## config.mk

```make
export PLATFORM = sky130hd
export DESIGN_NAME = frame_reader
export DESIGN_NICKNAME = d
export VERILOG_FILES = /design/src/rtl/frame_reader.sv
export SDC_FILE = /design/constraint.sdc
export NUM_CORES = 1
export LEC_CHECK = 0
export CORE_MARGIN = 1
export CORE_UTILIZATION = 28
export CTS_CLUSTER_DIAMETER = 150
export DETAILED_ROUTE_END_ITERATION = 12
export PLACE_DENSITY = 0.56
export SYNTH_ARGS = -nofsm -noshare
export SYNTH_HDL_FRONTEND = slang
export SYNTH_SLANG_ARGS = --single-unit
```

## constraint.sdc

```tcl
create_clock -name clock -period 3 [get_ports clock]
set_clock_uncertainty 0.05 [all_clocks]
set_input_delay 0.3 -clock clock [delete_from_list [all_inputs] [get_ports clock]]
set_output_delay 0.3 -clock clock [all_outputs]
set_load 0.01 [all_outputs]
```

## src/rtl/frame_reader.sv

```systemverilog
// Raster-order read master for the interleaved solver stores; streams each
// 4-bit solver value out through a 2-entry valid/ready FIFO.
//
//   state  | meaning
//   IDLE   | waiting for start
//   WAIT   | frame requested, waiting for solve_done
//   ADDR   | id/addr driven, store output registering
//   DATA   | store output valid, sampled at end of cycle
//   STALL  | FIFO full, holding until an entry frees
//   FLUSH  | all pixels fetched, draining FIFO
module frame_reader #(
    parameter int NUM_SOLVERS = 1,
    parameter int NUM_COLUMNS = 640,
    parameter int NUM_ROWS    = 480
) (
    input  logic        clock,
    input  logic        reset,
    input  logic        start,
    input  logic        solve_done,
    output logic [5:0]  rd_solver_id,
    output logic [18:0] rd_addr,
    input  logic [3:0]  rd_data_in,
    output logic        pix_valid,
    input  logic        pix_ready,
    output logic [3:0]  pix_data,
    output logic        pix_eol,
    output logic        pix_last,
    output logic        busy,
    output logic [15:0] frame_count
);

    localparam logic [5:0] ID_MAX  = 6'(NUM_SOLVERS - 1);
    localparam logic [9:0] COL_MAX = 10'(NUM_COLUMNS - 1);
    localparam logic [9:0] ROW_MAX = 10'(NUM_ROWS - 1);

    typedef enum logic [2:0] {
        S_IDLE,
        S_WAIT,
        S_ADDR,
        S_DATA,
        S_STALL,
        S_FLUSH
    } state_t;

    state_t      state;
    logic [9:0]  col;
    logic [9:0]  row;

    logic [3:0]  fifo_data [2];
    logic [1:0]  fifo_eol;
    logic [1:0]  fifo_last;
    logic        wr_ptr;
    logic        rd_ptr;
    logic [1:0]  fifo_count;
    logic [1:0]  count_next;

    logic        active;
    logic        abort;
    logic        push;
    logic        pop;
    logic        cur_eol;
    logic        cur_last;
    logic        has_space;

    assign pix_valid = (fifo_count != 2'd0);
    assign pix_data  = fifo_data[rd_ptr];
    assign pix_eol   = fifo_eol[rd_ptr];
    assign pix_last  = fifo_last[rd_ptr];

    // A drop of solve_done mid-frame means a new solve has begun; the
    // partially read frame is stale and must be discarded.
    assign active    = (state == S_ADDR) || (state == S_DATA) ||
                       (state == S_STALL) || (state == S_FLUSH);
    assign abort     = active && !solve_done;
    assign push      = (state == S_DATA) && !abort;
    assign pop       = pix_valid && pix_ready;
    assign cur_eol   = (col == COL_MAX);
    assign cur_last  = cur_eol && (row == ROW_MAX);

    always_comb begin
        count_next = fifo_count;
        if (push && !pop) begin
            count_next = fifo_count + 2'd1;
        end else if (pop && !push) begin
            count_next = fifo_count - 2'd1;
        end
    end

    // Space is judged after this cycle's push/pop so a fetch only starts
    // when its sample is guaranteed a slot.
    assign has_space = (count_next != 2'd2);

    always_ff @(posedge clock or posedge reset) begin
        if (reset) begin
            state        <= S_IDLE;
            rd_solver_id <= 6'd0;
            rd_addr      <= 19'd0;
            col          <= 10'd0;
            row          <= 10'd0;
            busy         <= 1'b0;
            frame_count  <= 16'd0;
            fifo_data[0] <= 4'd0;
            fifo_data[1] <= 4'd0;
            fifo_eol     <= 2'b00;
            fifo_last    <= 2'b00;
            wr_ptr       <= 1'b0;
            rd_ptr       <= 1'b0;
            fifo_count   <= 2'd0;
        end else if (abort) begin
            state      <= S_IDLE;
            busy       <= 1'b0;
            wr_ptr     <= 1'b0;
            rd_ptr     <= 1'b0;
            fifo_count <= 2'd0;
        end else begin
            if (push) begin
                fifo_data[wr_ptr] <= rd_data_in;
                fifo_eol[wr_ptr]  <= cur_eol;
                fifo_last[wr_ptr] <= cur_last;
                wr_ptr            <= ~wr_ptr;
            end
            if (pop) begin
                rd_ptr <= ~rd_ptr;
            end
            fifo_count <= count_next;

            case (state)
                S_IDLE: begin
                    if (start) begin
                        state        <= S_WAIT;
                        busy         <= 1'b1;
                        rd_solver_id <= 6'd0;
                        rd_addr      <= 19'd0;
                        col          <= 10'd0;
                        row          <= 10'd0;
                    end
                end
                S_WAIT: begin
                    if (solve_done) begin
                        state <= S_ADDR;
                    end
                end
                S_ADDR: begin
                    state <= S_DATA;
                end
                S_DATA: begin
                    if (rd_solver_id == ID_MAX) begin
                        rd_solver_id <= 6'd0;
                        rd_addr      <= rd_addr + 19'd1;
                    end else begin
                        rd_solver_id <= rd_solver_id + 6'd1;
                    end
                    if (cur_eol) begin
                        col <= 10'd0;
                        row <= row + 10'd1;
                    end else begin
                        col <= col + 10'd1;
                    end
                    if (cur_last) begin
                        state <= S_FLUSH;
                    end else if (has_space) begin
                        state <= S_ADDR;
                    end else begin
                        state <= S_STALL;
                    end
                end
                S_STALL: begin
                    if (has_space) begin
                        state <= S_ADDR;
                    end
                end
                S_FLUSH: begin
                    if (fifo_count == 2'd0) begin
                        state       <= S_IDLE;
                        busy        <= 1'b0;
                        frame_count <= frame_count + 16'd1;
                    end
                end
                default: begin
                    state <= S_IDLE;
                end
            endcase
        end
    end

endmodule

```

Word level (Yosys, flattened, before mapping)
Index checks and enable logic that the tools add are counted.
{"block": "word_totals", "regBits": 81}
{"block": "classes", "add_sub_neg": 7, "order_cmp": 6, "eq_ne": 15, "n_mux": 44, "bitwise_logic": 5, "reduce_logical": 30}
{"operator": "$pmux 10 s2", "count": 2}
{"operator": "$mux 19", "count": 2}
{"operator": "$pmux 19 s2", "count": 1}
{"operator": "$mux 10", "count": 3}
{"operator": "$mux 3", "count": 7}
{"operator": "$add 10x1->10 const B", "count": 2}
{"operator": "$add 19x1->19 const B", "count": 1}
{"operator": "$pmux 3 s6", "count": 1}
{"operator": "$add 16x1->16 const B", "count": 1}
{"operator": "$mux 4", "count": 4}
{"operator": "$mux 1", "count": 12}
{"operator": "$mux 6", "count": 2}
{"operator": "$pmux 6 s2", "count": 1}
{"operator": "$reduce_and 4->1", "count": 3}
{"operator": "$eq 10x10->1 const B", "count": 1}
{"operator": "$eq 10x9->1 const B", "count": 1}
{"operator": "$ne 3x3->1 const B", "count": 3}
{"operator": "$reduce_and 3->1", "count": 3}
{"operator": "$bwmux 8", "count": 1}
{"operator": "$logic_and 1x1->1", "count": 8}
{"operator": "$reduce_bool 2->1", "count": 4}
{"operator": "$add 6x1->6 const B", "count": 1}
{"operator": "$eq 3x2->1 const B", "count": 2}
{"operator": "$eq 3x3->1 const B", "count": 2}
{"operator": "other kinds (24)", "count": 39}

Depth between registers and ports, before layout
Gate-level depths: netlist (run 1).
{"block": "logic_depth", "depth_word": 16, "mapped_depth": 8, "depth_no_buf": 7}

Least setup slack after synthesis (run 1)
Ideal clock, no wire load.
{"block": "synth_path", "path_kind": "register to register", "start": "register col[0]", "end": "register state[1]", "setup_time_ns": 0.124, "arrival_time_ns": 1.906, "required_ns": 2.826, "slack_ns": 0.920, "stages_incl_launch_ff": 8, "synth_period_minus_slack_ns": 2.080, "cell_sequence": "dfrtp_1 ha_1 and3_1 buf_4 nand3_4 or4_4 nor4b_4 o31a_1"}
{"block": "synth_via", "elab_chain_len": 5}
{"element": "start: declaration", "line": "46", "source": "logic [9:0] col;"}
{"element": "start signal: assignment", "line": "157", "source": "col <= col + 10'd1;"}
{"element": "$eq 10x10->1", "line": "77", "source": "assign cur_eol = (col == COL_MAX);"}
{"element": "$logic_and 1x1->1", "line": "78", "source": "assign cur_last = cur_eol && (row == ROW_MAX);"}
{"element": "$mux 3", "line": "159", "source": "if (cur_last) begin"}
{"element": "$pmux 3 s6", "line": "127", "source": "case (state)"}
{"element": "$mux 3", "line": "109", "source": "end else if (abort) begin"}
{"element": "end signal: assignment", "line": "110", "source": "state <= S_IDLE;"}
{"element": "end signal: assignment", "line": "130", "source": "state <= S_WAIT;"}
{"element": "end signal: assignment", "line": "160", "source": "state <= S_FLUSH;"}
{"element": "end: declaration", "line": "45", "source": "state_t state;"}
No other way between the ends.
A chain may end at the register's enable or synchronous reset.

Worst setup path in the final report (run 1)
Same ends and word-level chain as after synthesis.

==> results of run 1 <==
[critical path, cell delays in order, from the launching register on]
cell,delay (ns)
dfrtp_1,0.40
ha_1,0.22
and3_1,0.36
nand3_4,0.15
or4_4,0.58
nor4b_4,0.16
o31a_1,0.30
[layout by cell type (no fill, tap or decap), types with 6 or more instances in the layout]
master,instances
a21oi_1,10
and3_1,10
and4_1,7
buf_4,11
clkbuf_16,9
clkdlybuf4s50_1,57
dfrtp_1,81
ha_1,7
inv_1,15
mux2_2,15
nand2_1,39
nand2b_1,6
nand3_1,23
nand4_1,27
nor2_1,39
o21ai_0,26
o31ai_1,8
xnor2_1,15
xor2_1,22
[metrics by stage]
step / worst slack (ns) / instance area [um^2]
after floorplan: 0.570 / 4200
after global placement: 0.665 / 4990
after detailed placement: 0.635 / 4990
after CTS: 0.683 / 5300
after global routing: 0.546 / 5300
final: 0.668 / 5300
[registers in the layout (all words and copies together) (netlist names), 3 cells and up]
| register | cells |
|---|---|
| row | 10 |
| col | 10 |
| frame_count | 16 |
| state | 3 |
| fifo_data | 8 |
| rd_addr | 19 |
| rd_solver_id | 6 |
[power by group through the flow]
| stage | registers [mW] | logic (mW) | clock network, mW |
|---|---|---|---|
| global route | 1.42 | 1.20 | 1.20 |
| detailed placement | 1.41 | 1.08 | 0 |
| global placement | 1.40 | 1.06 | 0 |
| floorplan | 1.33 | 0.763 | 0 |
| finish | 1.38 | 1.08 | 1.12 |
| CTS | 1.39 | 1.09 | 1.16 |
[per-layer routing]
layer	track usage, %	vias up
met4	4.11	0
li1	-	1652
met5	0	-
met3	4.55	12
met1	16.6	1640
met2	20.7	69
[path summary, 6_finish.rpt]
kind / endpoint / slack [ns] / cells past startpoint
min reg2reg: frame_count[15] / 0.42 / 1
max: state[1] / 0.67 / 6
min: frame_count[15] / 0.24 / 2
max in group asynchronous: rd_addr[10] / 1.97 / 3
min in group clock: frame_count[15] / 0.42 / 1
max reg2reg: state[1] / 0.67 / 6
[kinds of logic after synthesis]
kind of cell	Yosys count
AND/OR/NAND/NOR	181
flip-flops	81
AO/OA/AOI/OAI	71
XOR/XNOR	37
buffers and inverters	36
multiplexers	15
adder cells (fa/ha/maj)	7
[final cells by class]
type	instances	area, um^2	area share, %
Clock buffer	9	225	4.25
Multi-Input combinational cell	311	2020	38.2
Sequential cell	81	2030	38.3
Inverter	16	61.3	1.16
Timing Repair Buffer	68	653	12.3
Tap cell	184	230	4.35
Clock inverter	7	78.8	1.49
==> flow_summary.json, run 1 <==
{
  "status": "finished, final reports clean",
  "die_x_um": 124,
  "dieArea_um2": 15500,
  "maxUsedRoutingLayer": "met4",
  "async_reset_ff_share_pct": 100,
  "first_pass_iters": 4,
  "rows": 44,
  "drt-vias-per-instance": 4.99,
  "met2_wirelength_mm": 4.39,
  "post_cts_resized": 0,
  "n_antenna_cell": 0,
  "power.density_nw_per_um2": 676,
  "synth.area.top_cells": "dfrtp_1, xor2_1, mux2_2, nand4_1, nand2_1",
  "synth_simple_gate_area_share_pct": 23.8,
  "fillerInstances": 1435,
  "fin_cells": 676,
  "avgSynthCellArea_um2": 9.82,
  "final_nets": 503,
  "ys_warn_count": 0,
  "start_kind": "register",
  "drcViolationCount": 0,
  "coreArea_um2": 14600,
  "finalWirelength_mm": 9.24,
  "cap_violations": 0,
  "worstSetupStartpoint": "col[0]",
  "fin_crit_ns": 2.33,
  "timing.final.crit_share_pct": 77.7,
  "synth_edf_count": 0,
  "synth-xor-area-share_pct": 7.71,
  "critPathKind": "register to register",
  "synth_top_family_by_area": "simple AND/OR/NAND/NOR gates",
  "ys_types": 53,
  "cp.arrival_ns": 2.51,
  "hold_viol": 0,
  "synthMostInstantiatedCell": "dfrtp_1",
  "whs_ns": 0.242,
  "r2r-start": "col[0]",
  "cp-end-kind": "register",
  "finalMaxSlewViolations": 0,
  "syn-cell-area_um2": 4200,
  "synth_top_area_share_pct": 48.2,
  "cts_hold_buf": 0,
  "p_comb_share_pct": 30.1,
  "worstHoldPathType": "input port to asynchronous set/reset pin",
  "cts.sinks": 81,
  "fin_total_pwr_mw": 3.58,
  "p_leak_nw": 2.26,
  "met1_length_mm": 4.32,
  "grt_pass1_wl_mm": 16.4,
  "post-route-util_pct": 36.3,
  "p_sw_share_pct": 34.0,
  "p_seq_share_pct": 38.6,
  "worst-endpoint-required_ns": 3.18,
  "gp_congestion": 0.816,
  "synth_ff_type": "dfrtp_1",
  "synthCells": 428,
  "drtAntennaViolNets": 0,
  "maxSlewHeadroom_pct": 62.0,
  "grt.total_usage_pct": 13.1,
  "numCtsBuffers": 9,
  "peakVddDrop_mv": 0.347,
  "wl_met3_um": 403,
  "postSynthRegisterBits": 81,
  "finalSetupViolations": 0,
  "grt_overflow": 0,
  "die_h_um": 124,
  "synth_mux_area_share_pct": 4.02,
  "dp.cells": 660,
  "grt_setup_unrepaired": "no",
  "wl_per_cell_um": 13.7,
  "crit_fanout": 7,
  "p_clk_share_pct": 31.3,
  "clk_latency_ns": 0.35,
  "clkTransAtPathRegs_ns": 0.06,
  "post-dp-hpwl_mm": 6.63,
  "cts-root-buf": "clkbuf_16",
  "port_buffers": 57,
  "vias": 3373,
  "io-pin-count": 58,
  "ys_seq_area_share_pct": 48.2,
  "initial_utilization_pct": 28.8,
  "drive_gt1_share_pct": 11.0,
  "finalSetupTns_ns": 0,
  "synth_compound_area_share_pct": 10.5,
  "worst_pin_slew_ns": 0.571,
  "clockBufferDepth": 2,
  "grt_pass1_vias": 3326,
  "drt_iter0_markers": 304,
  "cts_tree": "yes",
  "max_freq_ghz": 0.429,
  "htreeDepth": 3,
  "grt_max_degree": 29,
  "p_sw_mw": 1.22,
  "postCtsSetupBuffers": 0,
  "syn_nets": 444,
  "syn_to_final_growth_pct": 26.1,
  "grt_antenna_before_repair": 0,
  "synthAdderAreaFrac_pct": 2.08,
  "synthTopCellsByCount": "dfrtp_1, nand2_1, nor2_1, nand4_1, o21ai_0",
  "internal_power_mw": 2.36,
  "synth_top_area_cell": "dfrtp_1"
}
Power figures use the tool's default switching activity.
==> inputs of run 2 (changes only) <==
==> constraint.sdc (replaced) <==
create_clock -name clock -period 2.4 [get_ports clock]
set_clock_uncertainty 0.05 [all_clocks]
set_input_delay 0.24 -clock clock [delete_from_list [all_inputs] [get_ports clock]]
set_output_delay 0.24 -clock clock [all_outputs]
set_load 0.01 [all_outputs]
==> run 2 against run 1 <==
Effect of this change:
- sequential share of layout area fell by 0.66 points
- cell count rose by 1.2%
- register-to-register slack got worse by 0.47 ns
- via count rose by 0.98%
- sequential power rose by 24%
- global-route usage rose by 0.12 points
- worst hold slack improved by 0.033 ns
- critical path type unchanged
- largest power group unchanged
- fmax rose by 6.0%
- total power rose by 29%
- routed wire length rose by 1.2%
- critical path depth rose by 1
- die area did not move
==> flow_summary.json, run 2 (synthesis gave the netlist of run 1 again) <==
{
  "io-pin-count": 58,
  "worst-endpoint-required_ns": 2.59,
  "peakVddDrop_mv": 0.453,
  "worst_slack_ns": 0.200,
  "max_freq_ghz": 0.454,
  "grt_overflow": 0,
  "cts_tree": "yes",
  "p_clk_share_pct": 31.2,
  "cp.arrival_ns": 2.39,
  "initial_utilization_pct": 28.8,
  "worstHoldPathType": "input port to asynchronous set/reset pin",
  "top_regs": "rd_addr x19, frame_count x16",
  "syn_to_final_growth_pct": 28.3,
  "gp_congestion": 0.749,
  "grt_pass1_wl_mm": 16.5,
  "grt_setup_unrepaired": "no",
  "first_pass_iters": 4,
  "cts_hold_buf": 0,
  "clockBufferDepth": 2,
  "dieArea_um2": 15500,
  "port_buffers": 57,
  "grt.total_usage_pct": 13.2,
  "clkTransAtPathRegs_ns": 0.07,
  "hold_viol": 0,
  "p_sw_share_pct": 33.6,
  "maxSlewHeadroom_pct": 50.7,
  "drt_iter0_markers": 225,
  "final_common_cell": "dfrtp_1",
  "fin_crit_ns": 2.20,
  "rows": 44,
  "coreArea_um2": 14600,
  "cap_violations": 0,
  "grt_max_degree": 44,
  "layout_common_cells": "dfrtp_1, clkdlybuf4s50_1, nor2_1, nand2_1, nand4_1",
  "drtAntennaViolNets": 0,
  "grt_pass1_vias": 3379,
  "n_antenna_cell": 0,
  "p_sw_mw": 1.55,
  "crit_fanout": 5,
  "largest_reg_flops": 19,
  "fin_area_um2": 5390,
  "htreeDepth": 3,
  "die_h_um": 124,
  "p_leak_nw": 2.31,
  "fin_cells": 684,
  "internal_power_mw": 3.06,
  "status": "finished, final reports clean",
  "vias": 3406,
  "drt-vias-per-instance": 4.98,
  "post-dp-hpwl_mm": 6.48,
  "finalWirelength_mm": 9.35,
  "clk_latency_ns": 0.35,
  "worst_pin_slew_ns": 0.727,
  "p_comb_share_pct": 31.7,
  "finalMaxSlewViolations": 0,
  "post_cts_resized": 0,
  "placedInstanceArea_um2": 5080,
  "timing.final.crit_share_pct": 91.7,
  "top_register": "rd_addr",
  "drive_gt1_share_pct": 12.4,
  "postCtsSetupBuffers": 0,
  "die_x_um": 124,
  "dp.cells": 668,
  "cts-root-buf": "clkbuf_16",
  "grt_antenna_before_repair": 0,
  "numCtsBuffers": 9,
  "wl_per_cell_um": 13.7,
  "finalSetupViolations": 0,
  "worstRegToRegCells": 7,
  "post-route-util_pct": 36.9,
  "final_nets": 511,
  "cts.sinks": 81,
  "p_seq_share_pct": 37.1,
  "dpl_worst_slack_ns": -0.0518,
  "cp-end-kind": "register",
  "start_kind": "register",
  "power.density_nw_per_um2": 854,
  "critPathKind": "register to register",
  "drcViolationCount": 0
}
-- run 2: cell type report --
type	count	area [um^2]
well taps	184	230
clock buffers	10	239
multi-input cells	311	2020
fillers	1439	9200
flip-flops and latches	81	2030
clock inverters	6	72.6
inverters	16	61.3
repair buffers	76	738
-- run 2: final timing paths --
check	from	to	slack (ns)
min reg2reg	frame_count[15]	frame_count[15]	0.42
max reg2reg	fifo_count[0]	state[1]	0.20
max	fifo_count[0]	state[1]	0.20
min	reset	frame_count[15]	0.27
max in group asynchronous	reset	row[4]	1.59
min in group clock	frame_count[15]	frame_count[15]	0.42
-- run 2: stage by stage --
stage | setup TNS [ns] | hold slack [ns] | power (mW)
floorplan | 0 | 0.341 | 2.62
global placement | 0 | 0.407 | 3.16
detailed placement | -0.0518 | 0.414 | 3.20
CTS | 0 | 0.302 | 4.68
global route | 0 | 0.319 | 4.92
finish | 0 | 0.275 | 4.60
-- run 2: per-layer routing --
| metal | wire, um | up-vias | global-route usage [%] |
|---|---|---|---|
| met3 | 418 | 14 | 4.60 |
| li1 | - | 1673 | - |
| met2 | 4430 | 70 | 20.9 |
| met1 | 4360 | 1649 | 16.7 |
| met5 | 0 | - | 0 |
| met4 | 142 | 0 | 4.32 |
-- run 2: power by group through the flow --
| stage | Sequential [mW] | Combinational, mW | Clock (mW) |
|---|---|---|---|
| 3_5_place_dp | 1.73 | 1.46 | 0 |
| 2_1_floorplan | 1.67 | 0.953 | 0 |
| 5_1_grt | 1.75 | 1.62 | 1.55 |
| 6_report | 1.71 | 1.46 | 1.44 |
| 4_1_cts | 1.71 | 1.48 | 1.49 |
| 3_3_place_gp | 1.72 | 1.44 | 0 |
-- run 2: worst max-delay path, stage by stage, from the launching register on --
cell and delay [ns]:
dfrtp_1 0.40, inv_1 0.07, ha_1 0.22, nor2b_1 0.21, xnor2_1 0.12, o311ai_1 0.62, nor3_1 0.11, o31a_1 0.29
